`src/rtl/dmem_bridge.sv`:
```
// Core data-memory port to single-outstanding system-bus bridge (IDLE -> REQ -> RESP).
// Optional ack timeout: define DMEM_BRIDGE_TIMEOUT_EN to enable it.
module dmem_bridge #(
    parameter int unsigned TIMEOUT_CYCLES = 255
) (
    input  logic        clk,
    input  logic        rst,
    input  logic        dmem_valid_i,
    output logic        dmem_ready_o,
    input  logic [31:0] dmem_addr_i,
    input  logic [31:0] dmem_wdata_i,
    input  logic [3:0]  dmem_we_i,
    output logic [31:0] dmem_rdata_o,
    output logic        dmem_err_o,
    output logic        bus_req_o,
    output logic [31:0] bus_addr_o,
    output logic [31:0] bus_wdata_o,
    output logic [3:0]  bus_be_o,
    output logic        bus_we_o,
    input  logic        bus_ack_i,
    input  logic        bus_err_i,
    input  logic [31:0] bus_rdata_i
);

    typedef enum logic [1:0] {IDLE, REQ, RESP} state_t;

    state_t      state_q;
    logic        ready_q;
    logic        err_q;
    logic [31:0] rdata_q;
    logic        req_q;
    logic [31:0] addr_q;
    logic [31:0] wdata_q;
    logic [3:0]  be_q;
    logic        we_q;

    // Byte offset is dropped: the bus is word-addressed and lanes come from bus_be_o.
    logic unused_addr_bits;
    assign unused_addr_bits = ^dmem_addr_i[1:0];

    if (TIMEOUT_CYCLES < 1 || TIMEOUT_CYCLES > 65535) begin : g_timeout_out_of_range
    end

`ifdef DMEM_BRIDGE_TIMEOUT_EN
    localparam logic [15:0] TMO = 16'(TIMEOUT_CYCLES);
    logic [15:0] cnt_q;
`endif

    always_ff @(posedge clk) begin
        if (rst) begin
            state_q <= IDLE;
            ready_q <= 1'b0;
            err_q   <= 1'b0;
            rdata_q <= '0;
            req_q   <= 1'b0;
            addr_q  <= '0;
            wdata_q <= '0;
            be_q    <= '0;
            we_q    <= 1'b0;
`ifdef DMEM_BRIDGE_TIMEOUT_EN
            cnt_q   <= '0;
`endif
        end else begin
            ready_q <= 1'b0;
            err_q   <= 1'b0;
            case (state_q)
                IDLE: begin
                    if (dmem_valid_i) begin
                        addr_q  <= {dmem_addr_i[31:2], 2'b00};
                        wdata_q <= dmem_wdata_i;
                        be_q    <= (|dmem_we_i) ? dmem_we_i : 4'hF;
                        we_q    <= |dmem_we_i;
                        req_q   <= 1'b1;
                        state_q <= REQ;
`ifdef DMEM_BRIDGE_TIMEOUT_EN
                        cnt_q   <= '0;
`endif
                    end
                end
                REQ: begin
                    if (bus_err_i) begin
                        req_q   <= 1'b0;
                        ready_q <= 1'b1;
                        err_q   <= 1'b1;
                        rdata_q <= '0;
                        state_q <= RESP;
                    end else if (bus_ack_i) begin
                        req_q   <= 1'b0;
                        ready_q <= 1'b1;
                        if (!we_q) rdata_q <= bus_rdata_i;
                        state_q <= RESP;
                    end
`ifdef DMEM_BRIDGE_TIMEOUT_EN
                    else begin
                        cnt_q <= cnt_q + 16'd1;
                        // Terminate on the cycle the counter reaches the limit.
                        if (cnt_q + 16'd1 == TMO) begin
                            req_q   <= 1'b0;
                            ready_q <= 1'b1;
                            err_q   <= 1'b1;
                            rdata_q <= '0;
                            state_q <= RESP;
                        end
                    end
`endif
                end
                RESP:    state_q <= IDLE;
                default: state_q <= IDLE;
            endcase
        end
    end

    assign dmem_ready_o = ready_q;
    assign dmem_err_o   = err_q;
    assign dmem_rdata_o = rdata_q;
    assign bus_req_o    = req_q;
    assign bus_addr_o   = addr_q;
    assign bus_wdata_o  = wdata_q;
    assign bus_be_o     = be_q;
    assign bus_we_o     = we_q;

endmodule

```
`config.mk`:
```
export PLATFORM = sky130hd
export DESIGN_NAME = dmem_bridge
export DESIGN_NICKNAME = d
export VERILOG_FILES = /design/src/rtl/dmem_bridge.sv
export SDC_FILE = /design/constraint.sdc
export NUM_CORES = 1
export LEC_CHECK = 0
export CAP_MARGIN = 20
export CORE_AREA = 4 4 85 127
export CTS_BUF_LIST = sky130_fd_sc_hd__clkbuf_8 sky130_fd_sc_hd__clkbuf_16
export CTS_CLUSTER_DIAMETER = 40
export DETAILED_ROUTE_END_ITERATION = 12
export DIE_AREA = 0 0 89 131
export PLACE_DENSITY = 0.86
export SYNTH_ARGS = -nofsm -noshare
export SYNTH_HDL_FRONTEND = slang
export SYNTH_SLANG_ARGS = --single-unit
export TNS_END_PERCENT = 1
```
`constraint.sdc`:
```
create_clock -name clk -period 3.85 [get_ports clk]
set_input_delay 0.385 -clock clk [delete_from_list [all_inputs] [get_ports clk]]
set_output_delay 0.385 -clock clk [all_outputs]
set_load 0.005 [all_outputs]
```
==> flow_metrics.py, run 1 <==
metrics = {
    "floorplanning": {
        "die_w_um": 89,
        "core-area_um2": 9634,
        "die_area_um2": 11660,
        "die_h_um": 131,
        "initial_core_util": 0.4268,
        "ios": 209,
        "std_cell_rows": 44,
    },
    "flow_run": {
        "drv_cap": 0,
    },
    "placed_design": {
        "portBuffers": 204,
        "place_ws_ps": 1436,
        "gp_congestion": 0.7665,
        "hpwlAfterDp_um": 8862,
        "place_inst": 773,
        "postPlaceCellArea_um2": 6106,
    },
    "cts": {
        "cts.sinks": 104,
        "cts_resized": 0,
        "clk_pin_slew_worst_paths_ps": 60,
        "cts_root_buf": "clkbuf_16",
        "clock_path_buffers": 2,
        "cts_tree": "built",
        "cts_hold_buf": 0,
        "cts_max_level": 3,
        "post_cts_buffers": 0,
        "numCtsBuffers": 9,
        "insertion_delay_ps": 340,
    },
    "timing": {
        "final-setup-viol-count": 0,
        "timing.final.crit_share": 0.5440,
        "worstMarginPinSlew_ps": 1047,
        "whs_ps": 454.2,
        "setup_tns_ps": 0,
        "hold_viol": 0,
        "clock_skew_ps": 6.725,
        "fin_ws_ps": 1756,
        "maxSlewViolCount": 0,
        "slew_headroom": 0.3019,
        "rsz0062_at_grt": "false",
        "max_freq_mhz": 477.5,
        "post-route-min-period_ps": 2094,
    },
    "finish": {
        "layout_common_cells": "clkdlybuf4s50_1, nand2_1, dfxtp_1, a21oi_1",
        "instances_no_fill": 789,
        "diodes": 0,
        "syn2layout_area_growth_pct": 55.02,
        "drive_above_1_share": 0.03412,
        "layout_commonest_cell": "clkdlybuf4s50_1",
        "utilization": 0.6616,
        "design_area_um2": 6374,
        "fillCellCount": 778,
        "final_nets": 774,
    },
    "global_routing": {
        "antenna_found_initial": 0,
        "grt_max_degree": 105,
        "grt_pass1_vias": 4007,
        "grt.total_usage": 0.2068,
        "grt_pass1_wl_um": 19000,
        "overflow": 0,
    },
    "critical_path": {
        "cp_data_arrival_time_ps": 2260,
        "path_max_fanout": 38,
        "ff2ff_setup_slack_ps": 1940,
        "start_kind": "input port",
        "reg2reg_from": "state_q[1]",
        "required_ps": 4020,
        "end_kind": "register",
        "crit_start": "dmem_valid_i",
        "critical_path_class": "input port to register",
    },
    "yosys": {
        "synthesis.area_um2": 4111,
        "yosysWarnings": 0,
        "synth.avg_cell_area_um2": 8.323,
        "synth.ff_latch_count": 104,
        "yosysUniqueCellTypes": 22,
        "synthCells": 494,
        "seq_area_frac_synth": 0.5064,
    },
    "pwr": {
        "swShare": 0.2418,
        "peakVddDrop_mv": 0.2612,
        "p_comb_frac": 0.169,
        "power.density_nw_per_um2": 375.5,
        "clkPwrFrac": 0.344,
        "internal_power_mw": 1.814,
        "total_power_mw": 2.393,
        "seq_power_share": 0.486,
        "switching_power_mw": 0.5787,
        "power.leakage_nw": 2.240,
    },
    "drt": {
        "dr.pass1.iters": 5,
        "via_per_inst": 5.193,
        "vias": 4097,
        "ant_nets": 0,
        "drc_errors": 0,
        "wl_per_cell_um": 15.78,
        "drt_iter0_drc": 179,
        "wl_um": 12450,
    },
    "hold_path": {
        "worstHoldStart": "bus_wdata_o[22]",
        "holdCritPathClass": "register to register",
    },
    "run_status": {
        "status": "finished clean",
    },
}
logic make-up after synthesis:
family                 share of synthesized area
multiplexers                            0.002435
AND/OR/NAND/NOR                           0.2538
other                                  0.0009121
buffers and inverters                    0.05934
AO/OA/AOI/OAI                             0.1771
flip-flops                                0.5064
sequential cells by signal (all words and copies together), names as in the netlist:
| register | count |
|---|---|
| dmem_ready_o | 1 |
| bus_we_o | 1 |
| dmem_err_o | 1 |
| bus_wdata_o | 32 |
| dmem_rdata_o | 32 |
| bus_be_o | 4 |
| state_q | 2 |
| bus_addr_o | 30 |
| bus_req_o | 1 |
cell type report:
| class | instances | area [µm²] | share of cell area |
|---|---|---|---|
| timing repair buffer | 210 | 2085 | 0.3271 |
| sequential | 104 | 2082 | 0.3267 |
| multi-input combinational | 344 | 1795 | 0.2817 |
| clock buffer | 10 | 239.0 | 0.03750 |
| tap | 115 | 143.9 | 0.02258 |
| clock inverter | 6 | 28.78 | 0.004515 |
final timing paths:
check,cells after the start,endpoint
worst min-delay path,2,bus_wdata_o[22]
worst max-delay path,5,bus_addr_o[9]
worst max register to register,4,bus_addr_o[9]
worst min register to register,2,bus_wdata_o[22]
Yosys cell counts:
cell	n	area (µm²)
buf_6	4	45.04
nor2_1	6	22.52
o21ai_0	1	5.000
a21oi_1	95	475.5
buf_2	9	45.04
nand2_1	124	465.5
nor4_1	1	6.260
nor2b_1	32	200.2
mux2i_1	1	10.01
or3b_1	1	8.760
nor3b_1	1	7.510
and4bb_2	1	12.51
nor3_1	11	55.05
conb_1	1	3.750
nand3b_1	32	240.2
nor3b_2	1	12.51
a22oi_1	32	240.2
a211oi_1	1	7.510
buf_4	7	52.55
clkbuf_1	27	101.4
dfxtp_1	104	2082
nand2b_1	2	12.51
power by group through the flow:
stage                     combinational, mW  clock [mW]  sequential [mW]
after CTS                             0.411       0.851             1.16
after floorplan                       0.160           0             1.19
after global placement                0.398           0             1.18
final                                 0.406       0.824             1.16
after global routing                  0.442       0.889             1.17
after detailed placement              0.408           0             1.19
layer usage:
layer | up-vias | share of wire | global-route usage
li1 | 2011 | - | -
met1 | 1896 | 0.36 | 0.2217
met2 | 157 | 0.53 | 0.3758
met3 | 33 | 0.081 | 0.05897
met4 | 0 | 0.031 | 0.08151
met5 | - | 0 | 0
worst max-delay path, stage by stage:
cell and delay, ps:
clkdlybuf4s50_1 520, or3b_2 740, buf_4 370, nand2_1 140
a21oi_1 80
(Power assumes the default switching activity.)
==> run 2: changes to the inputs <==
--- a/config.mk
+++ b/config.mk
@@ -6,12 +6,12 @@
 export NUM_CORES = 1
 export LEC_CHECK = 0
 export CAP_MARGIN = 20
-export CORE_AREA = 4 4 85 127
+export CORE_AREA = 4 4 88 132
 export CTS_BUF_LIST = sky130_fd_sc_hd__clkbuf_8 sky130_fd_sc_hd__clkbuf_16
 export CTS_CLUSTER_DIAMETER = 40
 export DETAILED_ROUTE_END_ITERATION = 12
-export DIE_AREA = 0 0 89 131
-export PLACE_DENSITY = 0.86
+export DIE_AREA = 0 0 92 136
+export PLACE_DENSITY = 0.81
 export SYNTH_ARGS = -nofsm -noshare
 export SYNTH_HDL_FRONTEND = slang
 export SYNTH_SLANG_ARGS = --single-unit
==> constraint.sdc (replaced) <==
create_clock -name clk -period 2.09 [get_ports clk]
set_input_delay 0.209 -clock clk [delete_from_list [all_inputs] [get_ports clk]]
set_output_delay 0.209 -clock clk [all_outputs]
set_load 0.005 [all_outputs]
==> run 2 against run 1 <==
Clock skew shrank 0.95 ps. Cell area grew 2.5%. Register-to-register slack lost 1300 ps. Core utilization shrank 3.8 points. Largest power group unchanged.
==> flow_metrics.py, run 2 (same netlist as run 1, synthesis figures left out) <==
metrics = {
    "finish": {
        "syn2layout_area_growth_pct": 58.83,
        "diodes": 0,
        "layout_common_cells": "clkdlybuf4s50_1, nand2_1, dfxtp_1, a21oi_1",
        "final_nets": 778,
        "drive_above_1_share": 0.04277,
        "layout_commonest_cell": "clkdlybuf4s50_1",
    },
    "pwr": {
        "power.density_nw_per_um2": 702.6,
        "total_power_mw": 4.588,
        "peakVddDrop_mv": 0.4523,
        "power.leakage_nw": 2.287,
    },
    "critical_path": {
        "ff2ff_setup_slack_ps": 610,
        "reg2regPathDepth": 4,
        "cp_data_arrival_time_ps": 1680,
        "critical_path_class": "register to register",
        "path_buf_inv": 1,
        "crit_path_cell_trace": "or3b_2 > buf_4 > nand2_1 > a21oi_1",
        "end_kind": "register",
        "crit_cells": 4,
        "path_max_fanout": 20,
        "reg2reg_from": "state_q[1]",
        "required_ps": 2290,
        "crit_family": "simple AND/OR/NAND/NOR gates",
        "cpPeakStageDelay_ps": 580,
        "start_kind": "register",
        "cp_slowest_cell": "or3b_2",
        "r2r_end": "bus_wdata_o[10]",
    },
    "drt": {
        "wl_um": 12360,
        "dr.pass1.iters": 5,
        "vias": 4121,
        "drc_errors": 0,
        "drt_iter0_drc": 193,
        "ant_nets": 0,
        "via_per_inst": 5.013,
        "wl_per_cell_um": 15.04,
    },
    "placed_design": {
        "hpwlAfterDp_um": 8934,
        "portBuffers": 204,
        "gp_congestion": 0.7736,
    },
    "timing": {
        "maxSlewViolCount": 0,
        "setup_tns_ps": 0,
        "slew_headroom": 0.4878,
        "worstMarginPinSlew_ps": 761.2,
        "timing.final.crit_share": 0.7067,
        "final-setup-viol-count": 0,
        "hold_viol": 0,
        "max_freq_mhz": 677.1,
        "clock_skew_ps": 5.776,
        "post-route-min-period_ps": 1477,
        "rsz0062_at_grt": "false",
    },
    "hold_path": {
        "worstHoldStart": "rst",
        "min_to": "dmem_rdata_o[10]",
        "holdCritPathClass": "input port to register",
        "whs_path_depth": 2,
    },
    "floorplanning": {
        "core-area_um2": 10480,
        "die_area_um2": 12510,
        "die_w_um": 92,
        "std_cell_rows": 46,
        "ios": 209,
        "initial_core_util": 0.3925,
        "die_h_um": 136,
    },
    "cts": {
        "cts_tree": "built",
        "numCtsBuffers": 9,
        "insertion_delay_ps": 340,
        "cts_resized": 0,
        "post_cts_buffers": 0,
        "clock_path_buffers": 2,
        "cts_max_level": 3,
        "cts_hold_buf": 0,
        "cts_root_buf": "clkbuf_16",
        "cts.sinks": 104,
        "clk_pin_slew_worst_paths_ps": 70,
    },
    "global_routing": {
        "antenna_found_initial": 0,
        "grt_pass1_vias": 4047,
        "grt_pass1_wl_um": 19250,
        "grt_max_degree": 47,
        "overflow": 0,
        "grt.total_usage": 0.1901,
    },
    "run_status": {
        "status": "finished clean",
    },
    "flow_run": {
        "drv_cap": 0,
    },
}
-- run 2: changes by cell type in the layout (fill, tap and decap cells not counted), sizes merged --
cell and change:
clkinv -1, bufinv +1, buf +5, inv -1, clkinvlp +1, clkdlybuf4s50 -1
-- run 2: area by class of cell --
type                            count  area, µm²
Clock buffer                       10      239.0
Clock inverter                      6      61.31
Fill cell                         911       3945
Multi-Input combinational cell    344       1795
Sequential cell                   104       2082
Tap cell                          144      180.2
Timing Repair Buffer              214       2172
-- run 2: metrics by stage --
step                      setup WS, ps  hold WS [ps]  cells  area [µm²]  utilization
after floorplan                  791.5         345.0    495        4115            -
after global routing             485.4         364.8    822        6530       0.6234
after detailed placement         259.0         445.3    806        6230       0.5947
after global placement           290.9         441.6    806        6230       0.5947
final                            613.1         337.5    822        6530       0.6234
after CTS                        600.9         337.6    822        6530       0.6234
-- run 2: worst max-delay path by stage --
stage / start / to / slack [ps]
3_5_place_dp: dmem_valid_i / bus_wdata_o[16] / 260
3_3_place_gp: dmem_valid_i / bus_wdata_o[16] / 290
6_report: state_q[1] / bus_wdata_o[10] / 610
5_1_grt: dmem_we_i[1] / bus_be_o[1] / 490
4_1_cts: state_q[1] / bus_wdata_o[10] / 600
2_1_floorplan: state_q[1] / bus_addr_o[23] / 790
-- run 2: power by group --
part           switching (mW)  internal [mW]  total [mW]
combinational           0.319          0.454       0.773
sequential             0.0562           2.09        2.14
clock                   0.717          0.955        1.67
total                    1.09           3.50        4.59
-- run 2: per-layer routing --
metal  vias to the layer above  track usage  share of wire
li1                       2013            -              -
met1                      1917       0.2074           0.37
met2                       161       0.3386           0.53
met3                        30      0.04264          0.070
met4                         0       0.1050          0.036
met5                         -            0              0
==> run 3: changes to the inputs <==
--- a/config.mk
+++ b/config.mk
@@ -6,12 +6,12 @@
 export NUM_CORES = 1
 export LEC_CHECK = 0
 export CAP_MARGIN = 20
-export CORE_AREA = 4 4 88 132
+export CORE_AREA = 4 4 93 138
 export CTS_BUF_LIST = sky130_fd_sc_hd__clkbuf_8 sky130_fd_sc_hd__clkbuf_16
 export CTS_CLUSTER_DIAMETER = 40
 export DETAILED_ROUTE_END_ITERATION = 12
-export DIE_AREA = 0 0 92 136
-export PLACE_DENSITY = 0.81
+export DIE_AREA = 0 0 97 142
+export PLACE_DENSITY = 0.77
 export SYNTH_ARGS = -nofsm -noshare
 export SYNTH_HDL_FRONTEND = slang
 export SYNTH_SLANG_ARGS = --single-unit
==> constraint.sdc (replaced) <==
create_clock -name clk -period 1.2 [get_ports clk]
set_input_delay 0.12 -clock clk [delete_from_list [all_inputs] [get_ports clk]]
set_output_delay 0.12 -clock clk [all_outputs]
set_load 0.005 [all_outputs]
==> run 3 against run 2 <==
The run now ends with negative setup slack left. Hold slack lost 120 ps. Setup slack got worse by 740 ps. Critical endpoint is now dmem_rdata_o[21]. Sequential power up 74%. Non-clock buffer count increased by 14. Global-route usage decreased by 0.66 points. Core utilization fell by 3.9 points. Wire length up 9.3%. First-iteration DRC count decreased by 47%.
==> flow_metrics.py, run 3 (same netlist as run 1, synthesis figures left out) <==
metrics = {
    "finish": {
        "syn2layout_area_growth_pct": 64.76,
        "design_area_um2": 6774,
        "layout_common_cells": "nand2_1, clkdlybuf4s50_1, dlygate4sd2_1, a21oi_1, dfxtp_1",
        "utilization": 0.5844,
        "drive_above_1_share": 0.1228,
        "final_nets": 792,
        "diodes": 0,
        "layout_commonest_cell": "nand2_1",
    },
    "drt": {
        "via_per_inst": 4.995,
        "wl_per_cell_um": 16.05,
        "drc_errors": 0,
        "vias": 4206,
        "ant_nets": 0,
        "drt_iter0_drc": 103,
        "dr.pass1.iters": 5,
        "wl_um": 13510,
    },
    "cts": {
        "clk_pin_slew_worst_paths_ps": 70,
        "clock_path_buffers": 2,
        "cts.sinks": 104,
        "insertion_delay_ps": 340,
        "cts_root_buf": "clkbuf_16",
        "cts_max_level": 3,
        "cts_tree": "built",
        "cts_hold_buf": 0,
        "numCtsBuffers": 9,
    },
    "floorplanning": {
        "core-area_um2": 11590,
        "std_cell_rows": 48,
        "die_area_um2": 13770,
        "die_h_um": 142,
        "die_w_um": 97,
        "initial_core_util": 0.3547,
        "ios": 209,
    },
    "pwr": {
        "peakVddDrop_mv": 0.6642,
        "power.density_nw_per_um2": 1202,
        "power.leakage_nw": 2.893,
    },
    "timing": {
        "clock_skew_ps": 4.873,
        "timing.final.crit_share": 1.106,
        "final-setup-viol-count": 98,
        "hold_viol": 0,
        "fin_ws_ps": -127.2,
        "maxSlewViolCount": 0,
        "post-route-min-period_ps": 1327,
        "rsz0062_at_grt": "true",
        "max_freq_mhz": 753.5,
        "whs_ps": 222.4,
    },
    "critical_path": {
        "required_ps": 1450,
        "path_max_fanout": 12,
        "cp_data_arrival_time_ps": 1580,
        "path_buf_inv": 2,
        "end_kind": "register",
        "critical_path_class": "register to register",
        "crit_family": "simple AND/OR/NAND/NOR gates",
        "start_kind": "register",
        "crit_path_cell_trace": "buf_6 > and4bb_4 > clkbuf_16 > nand3b_1 > a21oi_1",
        "cpPeakStageDelay_ps": 360,
        "cp_slowest_cell": "and4bb_4",
    },
    "flow_run": {
        "drv_cap": 0,
    },
    "placed_design": {
        "portBuffers": 204,
        "hpwlAfterDp_um": 9180,
        "postPlaceCellArea_um2": 6356,
        "gp_congestion": 0.8358,
        "place_ws_ps": -474.1,
    },
    "global_routing": {
        "grt.total_usage": 0.1836,
        "grt_pass1_wl_um": 20710,
        "grt_max_degree": 57,
        "antenna_found_initial": 0,
        "overflow": 0,
        "grt_pass1_vias": 4223,
    },
    "run_status": {
        "status": "finished, violations left",
        "violations": "negative setup slack",
    },
    "hold_path": {
        "holdCritPathClass": "input port to register",
    },
}
## run 3: cell count changes in the layout (fill, tap and decap cells not counted), sizes merged
| cell | previous run | this run |
|---|---|---|
| clkdlybuf4s15 | 0 | 1 |
| dlygate4sd2 | 0 | 97 |
| clkinv | 1 | 2 |
| buf | 12 | 25 |
| clkdlybuf4s50 | 202 | 100 |
| dlymetal6s2s | 0 | 4 |
## run 3: layer usage
metal  vias up  global-route usage  share of wire
met2       167              0.3406           0.54
met4         0             0.07544          0.025
met1      1956              0.1963           0.37
li1       2050                   -              -
met3        33             0.04904          0.065
met5         -                   0              0
## run 3: worst register-to-register path: cells and delay by family (launching register included)
family                 cells  cell delay [ps]
AND/OR/NAND/NOR            2              440
AO/OA/AOI/OAI              1              160
buffers and inverters      2              300
flip-flops                 1              330
## run 3: layout make-up
cell class / count / area [µm²]
multi-input cells: 344 / 1867
repair buffers: 228 / 2305
flip-flops and latches: 104 / 2111
well taps: 150 / 187.7
fillers: 1029 / 4817
clock inverters: 7 / 78.83
clock buffers: 9 / 225.2
## run 3: report_power, final
| group | switching, mW | total [mW] | internal [mW] |
|---|---|---|---|
| Combinational | 0.626 | 1.41 | 0.787 |
| Sequential | 0.0930 | 3.73 | 3.64 |
| Clock | 1.36 | 3.00 | 1.64 |
| Total | 2.08 | 8.14 | 6.07 |
## run 3: per-stage QoR
step / power (mW) / cells / TNS (ps)
after floorplan: 4.336 / 495 / -3980
after global placement: 5.193 / 821 / -33870
after global routing: 8.496 / 842 / -9119
after CTS: 8.208 / 840 / -9151
final: 8.142 / 842 / -4267
after detailed placement: 5.228 / 821 / -36410
## run 3: path summary, 6_finish.rpt
| kind | start | to | slack [ps] | cells after the start |
|---|---|---|---|---|
| setup / recovery | state_q[1] | dmem_rdata_o[21] | -130 | 5 |
| hold / removal | rst | dmem_rdata_o[20] | 220 | 3 |
| setup reg to reg | state_q[1] | dmem_rdata_o[21] | -130 | 5 |
| hold reg to reg | bus_addr_o[31] | bus_addr_o[31] | 450 | 2 |
## run 3: what timing repair did
item | CTS | global route
setup endpoints to repair | 202 | 105
pin swaps | 4 | 44
cloned | 2 | 1
resized for setup | 131 | 24
buffers inserted | 1 | 1
